`src/rtl/dwt_downsample_if.sv`:
```
// dwt_downsample_if: sample stream in, decimated FIFO stream out; slave = dwt_downsample side, master = producer/consumer side
interface dwt_downsample_if #(
  parameter int W_IN  = 20,
  parameter int W_OUT = 16,
  parameter int DEPTH = 4
);
  logic                       in_valid;
  logic signed [W_IN-1:0]     in_data;
  logic                       frame_start;
  logic                       out_valid;
  logic                       out_ready;
  logic signed [W_OUT-1:0]    out_data;
  logic [$clog2(DEPTH):0]     fifo_count;
  logic                       ovf;
  logic                       ovf_clr;
  modport slave (
    input  in_valid, in_data, frame_start, out_ready, ovf_clr,
    output out_valid, out_data, fifo_count, ovf
  );
  modport master (
    output in_valid, in_data, frame_start, out_ready, ovf_clr,
    input  out_valid, out_data, fifo_count, ovf
  );
endinterface

```
`src/rtl/dwt_downsample.sv`:
```
// dwt_downsample: decimate-by-2, round/shift to W_OUT, FIFO behind valid/ready; ports clk, rstn (sync active-low), bus (slave); DWT_SAT_EN selects saturation instead of wrap
module dwt_downsample #(
  parameter int W_IN  = 20,
  parameter int W_OUT = 16,
  parameter int SHIFT = 4,
  parameter int DEPTH = 4,
  parameter int PHASE = 0
) (
  input logic clk,
  input logic rstn,
  dwt_downsample_if.slave bus
);
  localparam int AW = $clog2(DEPTH);
  localparam int CW = AW + 1;
  localparam logic signed [W_IN:0] RND = (W_IN+1)'(1 << (SHIFT-1));
  logic [W_OUT-1:0] mem [DEPTH];
  logic [AW-1:0] wr_ptr, rd_ptr;
  logic [CW-1:0] count;
  logic phase, ovf, cur_phase, keep, pop, push;
  logic signed [W_IN:0] t;
  logic [W_OUT-1:0] res;
  assign t = {bus.in_data[W_IN-1], bus.in_data} + RND;
`ifdef DWT_SAT_EN
  localparam logic signed [W_IN:0] MAXV = (W_IN+1)'((1 << (W_OUT-1)) - 1);
  localparam logic signed [W_IN:0] MINV = ~MAXV;
  logic signed [W_IN:0] sh;
  assign sh = t >>> SHIFT;
  assign res = sh > MAXV ? W_OUT'(MAXV) : sh < MINV ? W_OUT'(MINV) : W_OUT'(sh);
`else
  assign res = W_OUT'(t >>> SHIFT);
`endif
  // frame_start forces the current sample to phase 0 regardless of history
  assign cur_phase = bus.frame_start ? 1'b0 : phase;
  assign keep = bus.in_valid && (cur_phase == 1'(PHASE));
  assign pop = (count != '0) && bus.out_ready;
  // a full FIFO still accepts when the head leaves on the same edge
  assign push = keep && ((count != CW'(DEPTH)) || pop);
  always_ff @(posedge clk) begin
    if (!rstn) begin
      phase <= 1'b0;
      wr_ptr <= '0;
      rd_ptr <= '0;
      count <= '0;
      ovf <= 1'b0;
    end else begin
      if (bus.in_valid) phase <= ~cur_phase;
      if (push) wr_ptr <= wr_ptr + 1'b1;
      if (pop) rd_ptr <= rd_ptr + 1'b1;
      count <= count + CW'(push) - CW'(pop);
      ovf <= (keep && !push) || (ovf && !bus.ovf_clr);
    end
  end
  always_ff @(posedge clk)
    if (rstn && push) mem[wr_ptr] <= res;
  assign bus.out_valid = count != '0;
  assign bus.out_data = bus.out_valid ? mem[rd_ptr] : '0;
  assign bus.fifo_count = count;
  assign bus.ovf = ovf;
endmodule
```
`src/flat_wrapper.sv`:
```
// flat-port wrapper written by rule: the top's interface ports become plain ports
module dwt_downsample_flat 
#(
  parameter int W_IN  = 20,
  parameter int W_OUT = 16,
  parameter int SHIFT = 4,
  parameter int DEPTH = 4,
  parameter int PHASE = 0
)
  (clk, rstn, bus_in_valid, bus_in_data, bus_frame_start, bus_out_ready, bus_ovf_clr, bus_out_valid, bus_out_data, bus_fifo_count, bus_ovf);
  dwt_downsample_if #(.W_IN(W_IN), .W_OUT(W_OUT), .DEPTH(DEPTH)) bus_i ();
  input logic clk;
  input logic rstn;
  input wire logic [$bits(bus_i.in_valid)-1:0] bus_in_valid;
  input wire logic [$bits(bus_i.in_data)-1:0] bus_in_data;
  input wire logic [$bits(bus_i.frame_start)-1:0] bus_frame_start;
  input wire logic [$bits(bus_i.out_ready)-1:0] bus_out_ready;
  input wire logic [$bits(bus_i.ovf_clr)-1:0] bus_ovf_clr;
  output wire logic [$bits(bus_i.out_valid)-1:0] bus_out_valid;
  output wire logic [$bits(bus_i.out_data)-1:0] bus_out_data;
  output wire logic [$bits(bus_i.fifo_count)-1:0] bus_fifo_count;
  output wire logic [$bits(bus_i.ovf)-1:0] bus_ovf;
  assign bus_i.in_valid = bus_in_valid;
  assign bus_i.in_data = bus_in_data;
  assign bus_i.frame_start = bus_frame_start;
  assign bus_i.out_ready = bus_out_ready;
  assign bus_i.ovf_clr = bus_ovf_clr;
  assign bus_out_valid = bus_i.out_valid;
  assign bus_out_data = bus_i.out_data;
  assign bus_fifo_count = bus_i.fifo_count;
  assign bus_ovf = bus_i.ovf;
  dwt_downsample #(.W_IN(W_IN), .W_OUT(W_OUT), .SHIFT(SHIFT), .DEPTH(DEPTH), .PHASE(PHASE)) u_core (.clk(clk), .rstn(rstn), .bus(bus_i));
endmodule
```
`config.mk`:
```
export PLATFORM = sky130hd
export DESIGN_NAME = dwt_downsample_flat
export DESIGN_NICKNAME = d
export VERILOG_FILES = /design/src/rtl/dwt_downsample_if.sv /design/src/rtl/dwt_downsample.sv /design/src/flat_wrapper.sv
export SDC_FILE = /design/constraint.sdc
export NUM_CORES = 1
export LEC_CHECK = 0
export BUFFER_PORTS_ARGS = -buffer_cell sky130_fd_sc_hd__buf_2
export CAP_MARGIN = 20
export CORE_MARGIN = 3
export CORE_UTILIZATION = 30
export CTS_CLUSTER_SIZE = 24
export DETAILED_ROUTE_END_ITERATION = 6
export GPL_TIMING_DRIVEN = 0
export PLACE_DENSITY = 0.55
export SLEW_MARGIN = 20
export SYNTH_ARGS = -nofsm -noshare
export SYNTH_HDL_FRONTEND = slang
export SYNTH_SLANG_ARGS = --single-unit
```
`constraint.sdc`:
```
create_clock -name clk -period 3.7 [get_ports clk]
set_input_delay 0.74 -clock clk [delete_from_list [all_inputs] [get_ports clk]]
set_output_delay 0.74 -clock clk [all_outputs]
set_load 0.05 [all_outputs]
```
==> flow_summary_export.csv <==
group,metric,value,unit
status,status,"finished clean",
route,first_iter_violations,79,
cells_and_area,area_growth,17.5,%
sta,setup_ws,971,ps
yosys,yosys-top-cells-count,"edfxtp_1, and2_1, xnor2_1",
route,routed_wl,6.11,mm
die,start_util,0.314,
clocking,hold_buffers,0,
sta,fin_crit_sh,0.737,
yosys,synth_area,0.00330,mm^2
setup_path,crit_path_start_kind,"flop",
route,vias,1760,
setup_path,worstPathRequired,2960,ps
clocking,cts_tree,"done",
yosys,synth_area_leader_cell,"edfxtp_1",
die,die_x,111,um
route,routed_via_density,4.50,
power_and_ir_drop,vdd_drop_max,0.194,mV
die,io_pins,47,
setup_path,crit_arrival,1990,ps
placed_design,routabilityCongestion,0.698,
setup_path,cp_max_fo,10,
yosys,yosys_warnings,0,
setup_path,startpoint,"u_core.bus.fifo_count[1]",
yosys,synth.area.top_cells,"edfxtp_1, mux4_2, dfxtp_1",
global_routing,antenna_found_initial,0,
hold_path,hold_path_class,"reg -> reg",
clocking,clkSinkCount,75,
yosys,synthArstFlopShare,0,
sta,hold_viol_final,0,
clocking,cts.clk_slew.worst_paths,80,ps
placed_design,hpwlAfterDp,4.13,mm
yosys,synthFlopType,"edfxtp_1",
power_and_ir_drop,powerDensity,684,mW/mm^2
global_routing,met3_usage,0.0191,
die,fp.dieH,111,um
route,antenna_left,0,
cells_and_area,fin_nets,285,
sta,tightest_slew,897,ps
sta,slew_viol_final,0,
clocking,cts_max_level,3,
placed_design,port_buffers,43,
clocking,post-cts-setup-buffers,0,
yosys,yosys.cell_count.top_type,"edfxtp_1",
hold_path,min_from,"u_core.phase",
placed_design,pre_cts_ws,1160,ps
global_routing,grt_start_max_net_pins,17,
yosys,synth_edf_count,64,
yosys,ys_seq_elements,75,
die,dieArea,0.0123,mm^2
route,firstDrtPassIters,4,
clocking,cts_inserted_buffers,9,
setup_path,reg2reg_setup_slack,1240,ps
yosys,synth_nets,231,
yosys,seq_area_frac_synth,0.649,
sta,slew_headroom,0.402,
clocking,clk_path_buf_depth,2,
route,wire_per_inst,15.6,um
setup_path,rr_startpoint,"u_core.bus.fifo_count[2]",
yosys,syn_avg_cell_area,16.7,um^2
cells_and_area,n_antenna_cell,0,
clocking,cts_resized,0,
global_routing,grt_pass1_wl,9.65,mm
power_and_ir_drop,p_leak,1.40,nW
route,drc,0,
clocking,clkLatencyLatePin,340,ps
die,core_area,0.0105,mm^2
global_routing,overflow,0,
global_routing,busiest_layer,"met2",
sta,min_period,2730,ps
global_routing,grt_usage,0.103,
global_routing,grt_pass1_vias,1869,
yosys,synth_cell_types,31,
global_routing,grtUsageMet1,0.127,
yosys,yosysTopAreaCellShare,0.583,
die,rows,37,
setup_path,endpoint_kind,"output port",
cells_and_area,drive_gt1_frac,0.302,
run,cap_violations,0,
global_routing,grtUsageMet2,0.173,
clocking,root_buffer,"clkbuf_8",
sta,finalSetupTns,0,ps
sta,finalClockSkew,8.82,ps
sta,setup-violations-final,0,
yosys,netlist_instances,197,
sta,rsz0062_at_grt,"no",
sta,max_freq,366,MHz
setup_path,path_class,"reg -> out",
through the flow:
stage | hold WS [ps] | power (W) | util | std cells | area [um^2]
4_1_cts | 536 | 0.00269 | 0.369 | 391 | 3870
5_1_grt | 568 | 0.00279 | 0.369 | 391 | 3870
3_3_place_gp | 503 | 0.00208 | 0.351 | 376 | 3680
6_report | 545 | 0.00265 | 0.369 | 391 | 3870
3_5_place_dp | 513 | 0.00209 | 0.351 | 376 | 3680
2_1_floorplan | 480 | 0.00184 | - | 197 | 3300
cells by family (layout without fill, tap and decap cells):
logic type      count (synthesis)  in the layout  share of synthesized area
compound gates                  5              5                     0.0125
xor+xnor                       20             20                     0.0554
fa+ha+maj                       8              8                     0.0326
buf+inv                        15             73                     0.0254
flops                          75             75                      0.649
mux                            17             17                      0.119
simple gates                   57             57                      0.105
report_power, final:
| part | total, W | switching, W | internal (W) |
|---|---|---|---|
| clock | 0.000608 | 0.000299 | 0.000309 |
| combinational | 0.00103 | 0.000686 | 0.000346 |
| sequential | 0.00101 | 0.0000325 | 0.000981 |
layer usage:
metal | routed length (um) | up-vias
met5 | 0 | -
li1 | - | 847
met3 | 167 | 9
met4 | 124 | 0
met2 | 3070 | 30
met1 | 2740 | 874
cell usage in the layout (no fill, tap or decap), drive strengths merged, types with 3 or more instances in the layout:
master / Yosys / layout
edfxtp: 64 / 64
buf: 5 / 48
and2: 23 / 23
mux4: 16 / 16
xnor2: 14 / 14
dfxtp: 11 / 11
clkbuf: 2 / 11
inv: 8 / 8
and3: 8 / 8
nand3: 7 / 7
ha: 7 / 7
xor2: 6 / 6
nor2b: 6 / 6
nand4: 4 / 4
nor2: 3 / 3
clkinv: 0 / 3
path summary, 6_finish.rpt:
| check | endpoint | cells after the start |
|---|---|---|
| max reg2reg | u_core.bus.fifo_count[2] | 11 |
| min reg2reg | u_core.phase | 1 |
| min | u_core.phase | 1 |
| max | bus_out_data[6] | 5 |
layout make-up:
class                      count  area, um^2
clock buffer                   9         124
inverter                       8        30.0
multi-input combinational    107        1070
tap                          136         170
fill                         986        6630
buffer                         7        53.8
timing repair buffer          43         215
sequential                    75        2140
clock inverter                 6        67.6
flip-flops by register name, indices dropped and copies added (netlist names), named ones only:
register	cells
u_core.wr_ptr	2
u_core.bus.ovf	1
u_core.phase	1
u_core.mem	64
u_core.rd_ptr	2
u_core.bus.fifo_count	3
worst max-delay path: stages, from the launching register on:
cell and delay, ps:
dfxtp_1 450, or3_1 130, buf_2 200, clkbuf_1 380
and2_1 220, buf_2 260
Power figures use the tool's default switching activity.
